===== src/rtl/countdown_timer.sv =====
// Minutes:seconds countdown timer driven by an external one-second tick level.
// Holds binary min/sec, exposes them as four BCD digits, and raises done/alarm at 0:00.
//
// state    | meaning
// ---------+------------------------------------------------------------
// ST_IDLE  | stopped; time may be loaded, start runs if time is nonzero
// ST_RUN   | counting down one second per rising edge of tick
// ST_PAUSE | countdown frozen; start resumes, load returns to IDLE
// ST_DONE  | reached 0:00; alarm high until start acknowledges
module countdown_timer #(
  parameter int unsigned MAX_MIN = 59
) (
  input  logic        clk,
  input  logic        rst_n,
  input  logic        tick,
  input  logic        load,
  input  logic [5:0]  load_min,
  input  logic [5:0]  load_sec,
  input  logic        start,
  input  logic        pause,
  input  logic        cancel,
  output logic [1:0]  state,
  output logic [15:0] bcd,
  output logic        done,
  output logic        alarm
);

  typedef enum logic [1:0] {
    ST_IDLE  = 2'd0,
    ST_RUN   = 2'd1,
    ST_PAUSE = 2'd2,
    ST_DONE  = 2'd3
  } state_t;

  localparam logic [5:0] MAX_MIN_C = 6'(MAX_MIN);
  localparam logic [5:0] MAX_SEC_C = 6'd59;

  state_t     state_q, state_d;
  logic [5:0] min_q, min_d;
  logic [5:0] sec_q, sec_d;
  logic       tick_d_q, tick_d_d;
  logic       done_q, done_d;
  logic       tick_edge;
  logic       time_zero;

  function automatic logic [7:0] to_bcd(input logic [5:0] v);
    logic [3:0] tens;
    logic [3:0] ones;
    if      (v >= 6'd60) tens = 4'd6;
    else if (v >= 6'd50) tens = 4'd5;
    else if (v >= 6'd40) tens = 4'd4;
    else if (v >= 6'd30) tens = 4'd3;
    else if (v >= 6'd20) tens = 4'd2;
    else if (v >= 6'd10) tens = 4'd1;
    else                 tens = 4'd0;
    ones = 4'(v - 6'(tens) * 6'd10);
    return {tens, ones};
  endfunction

  assign tick_edge = tick & ~tick_d_q;
  assign time_zero = (min_q == 6'd0) && (sec_q == 6'd0);

  // tick_d resets high so a tick already asserted at reset release is not counted
  always_ff @(posedge clk) begin
    if (!rst_n) begin
      state_q  <= ST_IDLE;
      min_q    <= 6'd0;
      sec_q    <= 6'd0;
      tick_d_q <= 1'b1;
      done_q   <= 1'b0;
    end else begin
      state_q  <= state_d;
      min_q    <= min_d;
      sec_q    <= sec_d;
      tick_d_q <= tick_d_d;
      done_q   <= done_d;
    end
  end

  always_comb begin
    state_d  = state_q;
    min_d    = min_q;
    sec_d    = sec_q;
    tick_d_d = tick;

    if (cancel) begin
      state_d = ST_IDLE;
      min_d   = 6'd0;
      sec_d   = 6'd0;
    end else if (load && (state_q != ST_RUN)) begin
      state_d = ST_IDLE;
      min_d   = (load_min > MAX_MIN_C) ? MAX_MIN_C : load_min;
      sec_d   = (load_sec > MAX_SEC_C) ? MAX_SEC_C : load_sec;
    end else begin
      unique case (state_q)
        ST_IDLE: begin
          if (!pause && start && !time_zero) state_d = ST_RUN;
        end
        ST_RUN: begin
          if (tick_edge && !time_zero) begin
            if (sec_q != 6'd0) begin
              sec_d = sec_q - 6'd1;
            end else begin
              sec_d = MAX_SEC_C;
              min_d = min_q - 6'd1;
            end
            // reaching 0:00 wins over a pause in the same cycle
            if ((min_d == 6'd0) && (sec_d == 6'd0)) state_d = ST_DONE;
            else if (pause)                          state_d = ST_PAUSE;
          end else if (pause) begin
            state_d = ST_PAUSE;
          end
        end
        ST_PAUSE: begin
          if (!pause && start) state_d = ST_RUN;
        end
        ST_DONE: begin
          if (!pause && start) state_d = ST_IDLE;
        end
        default: state_d = ST_IDLE;
      endcase
    end

    done_d = (state_d == ST_DONE) && (state_q != ST_DONE);
  end

  always_comb begin
    state = state_q;
    bcd   = {to_bcd(min_q), to_bcd(sec_q)};
    done  = done_q;
    alarm = (state_q == ST_DONE);
  end

endmodule


===== config.mk =====
export PLATFORM = sky130hd
export DESIGN_NAME = countdown_timer
export DESIGN_NICKNAME = d
export VERILOG_FILES = /design/src/rtl/countdown_timer.sv
export SDC_FILE = /design/constraint.sdc
export NUM_CORES = 1
export LEC_CHECK = 0
export CORE_ASPECT_RATIO = 1.5
export CORE_UTILIZATION = 55
export CTS_CLUSTER_DIAMETER = 100
export DETAILED_ROUTE_END_ITERATION = 16
export MAX_ROUTING_LAYER = met4
export PLACE_DENSITY = 0.87
export RECOVER_POWER = 100
export SETUP_SLACK_MARGIN = 0.15
export SLEW_MARGIN = 40
export SYNTH_ARGS = -nofsm -noshare
export SYNTH_HDL_FRONTEND = slang
export SYNTH_SLANG_ARGS = --single-unit

===== constraint.sdc =====
create_clock -name clk -period 5.3 [get_ports clk]
set_input_delay 1.06 -clock clk [delete_from_list [all_inputs] [get_ports clk]]
set_output_delay 1.06 -clock clk [all_outputs]
set_load 0.05 [all_outputs]

* Word level (Yosys, flattened, before mapping) *
Cells that the tools add are included.

word-level totals
  input port bits = 19
  memory bits (read-only) = 0
  output and inout port bits = 20
  bits in latches = 0
  word-level logic and storage cells = 92
  flip-flop bits (word level) = 16
  RAM bits = 0
  memories = 0

cells by class
  order comparisons = 14
  eq/ne operators = 6
  bitwise operators = 3
  $mul = 2
  add/subtract/negate cells = 4
  reductions and logical operators = 19
  multiplexer cells = 39
  shift operators = 0
  divide/modulo/power cells = 0

operators by type and width
  operator                                                                 count
  6-bit 2-to-1 mux                                                         18
  6-bit >= comparator, second input constant                               6
  6-bit by 5-bit >= comparator with 1-bit output, second input constant    4
  6-bit zero test                                                          4
  2-bit 2-to-1 mux                                                         12
  3-bit 2-to-1 mux                                                         6
  6-bit by 4-bit >= comparator with 1-bit output, second input constant    2
  6-bit > comparator, second input constant                                2
  6-bit by 1-bit subtractor with 6-bit output, second input constant       2
  2-bit case mux with 4 select lines                                       1
  4-bit subtractor                                                         2
  1-bit logical AND                                                        7
  2-bit == test, second input constant                                     3
  3-bit by 3-bit multiplier with 3-bit output, second input constant       2
  6-bit nonzero test                                                       1
  2-bit nonzero test                                                       2
  2-bit by 1-bit == test with 1-bit output, second input constant          1
  1-bit zero test                                                          2
  2-bit zero test                                                          1
  1-bit 2-to-1 mux                                                         2
  2-bit by 1-bit inequality test with 1-bit output, second input constant  1
  2-bit inequality test, second input constant                             1
  1-bit NOT                                                                2
  2-bit AND reduction                                                      1
  2 further kinds                                                          2

* Depth between registers and ports, before layout *
  depth after elaboration = 17
  depth in mapped cells = 10
  depth with buffers taken out = 8

* Worst setup path after synthesis *
No wires, ideal clock.

  kind = flip-flop to output port
  start point = register min_q[2]
  end point = output bcd[11]
  cell stages (with the launch flop) = 8
  arrival = 3523 ps
  slack = 717 ps
  required time = 4240 ps
  cell sequence = dfxtp_1 > clkbuf_1 > nand2b_1 > o31ai_1 > ha_1 > inv_1 > fa_1 > xor2_1

on the way
  word-level cells in the longest chain between the ends = 9
  elaborated cells on any way between the ends = 14
  classes of those cells = add/sub: 1; mul: 1; order compare: 6; mux: 6

ends and longest elaborated chain
  element                                         line  text
  from (decl)                                     39    logic [5:0] min_q, min_d;
  from (signal assigned)                          73    min_q <= min_d;
  6-bit by 4-bit >= comparator with 1-bit output  54    else if (v >= 6'd10) tens = 4'd1;
  1-bit 2-to-1 mux                                54
  2-bit 2-to-1 mux                                53    else if (v >= 6'd20) tens = 4'd2;
  2-bit 2-to-1 mux                                52    else if (v >= 6'd30) tens = 4'd3;
  3-bit 2-to-1 mux                                51    else if (v >= 6'd40) tens = 4'd4;
  3-bit 2-to-1 mux                                50    else if (v >= 6'd50) tens = 4'd5;
  3-bit 2-to-1 mux *                              49    if (v >= 6'd60) tens = 4'd6;
  net bcd[12]                                     23    output logic [15:0] bcd,
  3-bit by 3-bit multiplier with 3-bit output *   56    ones = 4'(v - 6'(tens) * 6'd10);
  4-bit subtractor *                              56
  to (decl)                                       23

The timed path passes the listed nets; every way through them passes the cells marked *.

* Final worst setup path *
  start point = register sec_q[2]
  end point = output bcd[3]

on the way
  word-level cells in the longest chain between the ends = 9
  elaborated cells on any way between the ends = 14
  classes of those cells = add/sub: 1; mul: 1; order compare: 6; mux: 6

ends and longest elaborated chain
  element                                         line  text
  from (decl)                                     40    logic [5:0] sec_q, sec_d;
  from (signal assigned)                          68    sec_q <= 6'd0;
  from (signal assigned)                          74    sec_q <= sec_d;
  6-bit by 4-bit >= comparator with 1-bit output  54
  1-bit 2-to-1 mux                                54
  2-bit 2-to-1 mux                                53
  2-bit 2-to-1 mux                                52
  3-bit 2-to-1 mux                                51
  3-bit 2-to-1 mux                                50
  3-bit 2-to-1 mux                                49
  3-bit by 3-bit multiplier with 3-bit output     56
  4-bit subtractor *                              56

Every way passes the cells marked *; elsewhere a longest branch is shown, timed or not.

==> metrics.yaml <==
route:
  viasPerCell: 6.148
  wire_per_inst_um: 15.80
  num_vias: 1746
  first_iter_violations: 50
  drc_errors: 0
  ant_nets: 0
  first_pass_iters: 4
  wirelength_mm: 4.486
finish:
  fin_area_um2: 2034
  area_delta_synth_final_pct: 19.65
  final_cells: 284
  diodes: 0
  drive_gt1_share_pct: 7.755
  nNetsFinal: 274
  final.fill_count: 264
worst_setup_path:
  crit_arrival_ns: 3.37
  cp.required_ns: 4.24
  r2r_cells: 7
  startpoint_type: "register"
  reg2reg_to: "min_q[1]"
  reg2reg_slack_ns: 1.92
  critPathCaptureType: "output port"
  rr_startpoint: "min_q[1]"
  worst-setup-path-type: "register to output port"
  crit_fanout: 19
global_routing:
  grt_pass1_wl_mm: 7.231
  grt_overflow: 0
  grt_usage_pct: 30.39
  grt_max_degree: 20
  antenna_found_initial: 0
  grt_pass1_vias: 1596
status:
  status: "complete, but fails checks"
  violations: "max-capacitance violations, max-slew violations"
sta:
  timing.slew.headroom_pct: -14.45
  finalCritPeriodShare_pct: 83.65
  rsz0062_at_grt: "false"
  fmax_mhz: 225.6
  fin_skew_ns: 0.0008104
  finalSetupTns_ns: 0
  finalMaxSlewViolations: 16
  final-setup-viol-count: 0
  hold_viol_final: 0
  tightest_slew_ns: 1.702
  post-route-min-period_ns: 4.434
  whs_ns: 0.5736
  timing.final.ws_setup_ns: 0.8664
synthesis:
  ys_seq_elements: 16
  yosysUniqueCellTypes: 70
  synth_area_per_cell_um2: 7.764
  synth_area_leaders: "dfxtp_1 19%, ha_1 5.2%, o21ai_0 4.4%"
  ys_seq_area_share_pct: 18.84
  syn_area_um2: 1700
  synth.most_common_cell: "inv_1"
  syn_inst: 219
  synth_common_cells: "17 x inv_1, 16 x dfxtp_1, 16 x nand2_1, 16 x nor2_1, 15 x o21ai_0"
  ys_warn_count: 0
  synth_edf_count: 0
  synthFlopType: "dfxtp_1"
  async_flop_share_pct: 0
  yosysTopAreaCell: "dfxtp_1"
  synth_top_area_share_pct: 18.84
clocking:
  clkSinkCount: 16
  cts_made_buffers: 3
  post_cts_buffers: 0
  clk_latency_ns: 0.26
  tritoncts: "done"
  clk_pin_slew_ns: 0.07
  clockBufferDepth: 2
  cts_resized: 0
  cts_hold_buf: 0
  cts_root_buf: "clkbuf_8"
  htree_levels: 1
placement:
  hpwl_mm: 3.417
  port_buffers: 36
  placed_cell_area_um2: 2004
  place_congestion: 0.9190
  placed_cells: 280
  place_ws_ns: 1.209
floorplanning:
  die_h_um: 70.10
  die_w_um: 47.40
  rows: 24
  io_pins: 39
  coreArea_um2: 2913
  dieArea_um2: 3323
  start_util_pct: 58.38
pwr:
  p_clk_share_pct: 28.4
  ir_drop_mv: 0.1418
  p_seq_share_pct: 33.0
  switching_share_pct: 39.34
  p_switching_mw: 0.1624
  power_density_nw_per_um2: 202.9
  power.internal_mw: 0.2505
  total_leakage_power_nw: 0.8034
  combPwrFrac_pct: 38.6
worst_hold_path:
  hold_path_class: "register to register"
  hold-path-cell-count: 2
  holdCritStartpoint: "state[0]"
  holdPathEnd: "done"
flow_run:
  max-cap-violations: 1
how the worst max path moves through the flow:
stage / cells past startpoint / slack [ns] / startpoint / end
2_1_floorplan: 7 / 0.72 / min_q[2] / bcd[11]
3_3_place_gp: 9 / 1.27 / sec_q[2] / bcd[3]
3_5_place_dp: 9 / 1.21 / sec_q[2] / bcd[3]
4_1_cts: 9 / 0.93 / sec_q[2] / bcd[3]
5_1_grt: 9 / 0.71 / sec_q[2] / bcd[3]
6_report: 9 / 0.87 / sec_q[2] / bcd[3]
cells by family (layout without fill, tap and decap cells):
kind of cell / Yosys count / in the layout / synth area share (%)
buffers and inverters: 32 / 57 / 10.15
other: 1 / 2 / 0.2205
AND/OR/NAND/NOR: 88 / 88 / 30.54
multiplexers: 2 / 2 / 1.471
AO/OA/AOI/OAI: 66 / 66 / 28.70
adder cells (fa/ha/maj): 9 / 9 / 7.505
flip-flops: 16 / 16 / 18.84
XOR/XNOR: 5 / 5 / 2.575
flip-flops by register name (all words and copies together) (netlist names):
signal and cells:
done 1, min_q 6, tick_d_q 1, sec_q 6
state 2
stage by stage:
stage	util (%)	total power, mW
finish	69.85	0.4129
global placement	68.81	0.3001
detailed placement	68.81	0.3034
floorplan	-	0.2556
CTS	70.70	0.4154
global route	69.85	0.4269
layer usage:
| metal | vias up | GRT usage, % | share of wire [%] |
|---|---|---|---|
| met1 | 803 | 35.04 | 39 |
| met5 | - | - | 0 |
| met3 | 13 | 5.426 | 5.2 |
| met2 | 78 | 49.32 | 53 |
| met4 | 0 | 12.38 | 2.1 |
| li1 | 852 | - | - |
worst max-delay path, cell delays in order (launching register included):
cell,delay [ns]
dfxtp_1,0.74
nand2b_1,0.26
nand2_1,0.07
a211o_1,0.30
o211ai_1,0.12
ha_1,0.18
inv_1,0.05
fa_1,0.37
xor2_1,0.15
dlygate4sd3_1,0.88
layout make-up:
cell class	count	area (um^2)	share of cell area, %
multi-input combinational	172	1186	58.30
sequential	16	320.3	15.74
tap	39	48.80	2.399
inverter	17	63.81	3.137
clock buffer	4	55.05	2.706
timing repair buffer	36	360.3	17.71
cells in the final DEF (no fill, tap or decap), types with 2 or more instances in the layout:
| master | netlist | final |
|---|---|---|
| dlygate4sd3_1 | 0 | 19 |
| inv_1 | 17 | 17 |
| clkdlybuf4s50_1 | 0 | 17 |
| nor2_1 | 16 | 16 |
| nand2_1 | 16 | 16 |
| dfxtp_1 | 16 | 16 |
| o21ai_0 | 15 | 15 |
| a21oi_1 | 9 | 9 |
| nand2b_1 | 8 | 8 |
| ha_1 | 7 | 7 |
| nor2b_1 | 6 | 6 |
| nand3_1 | 6 | 6 |
| or3_1 | 5 | 5 |
| nor3_1 | 4 | 5 |
| a31oi_1 | 5 | 5 |
| xor2_1 | 4 | 4 |
| clkbuf_8 | 0 | 4 |
| o31a_1 | 3 | 3 |
| and2_1 | 3 | 3 |
| or2_2 | 3 | 3 |
| a211oi_1 | 3 | 3 |
| nand4_1 | 3 | 3 |
| a22o_1 | 2 | 2 |
| o31ai_1 | 1 | 2 |
| o211ai_1 | 2 | 2 |
| o22ai_1 | 2 | 2 |
| nand3b_1 | 2 | 2 |
| a2111oi_0 | 1 | 2 |
| nor4_1 | 2 | 2 |
| a311oi_1 | 2 | 2 |
| o21ai_1 | 2 | 2 |
| o21a_1 | 2 | 2 |
| fa_1 | 2 | 2 |
| conb_1 | 1 | 2 |
power groups by stage:
| stage | Sequential [mW] | Combinational (mW) | Clock (mW) |
|---|---|---|---|
| 5_1_grt | 0.137 | 0.171 | 0.118 |
| 6_report | 0.136 | 0.159 | 0.117 |
| 3_3_place_gp | 0.139 | 0.162 | 0 |
| 3_5_place_dp | 0.139 | 0.165 | 0 |
| 4_1_cts | 0.136 | 0.165 | 0.114 |
| 2_1_floorplan | 0.132 | 0.123 | 0 |
No activity file was read; power rests on OpenSTA's default activity.
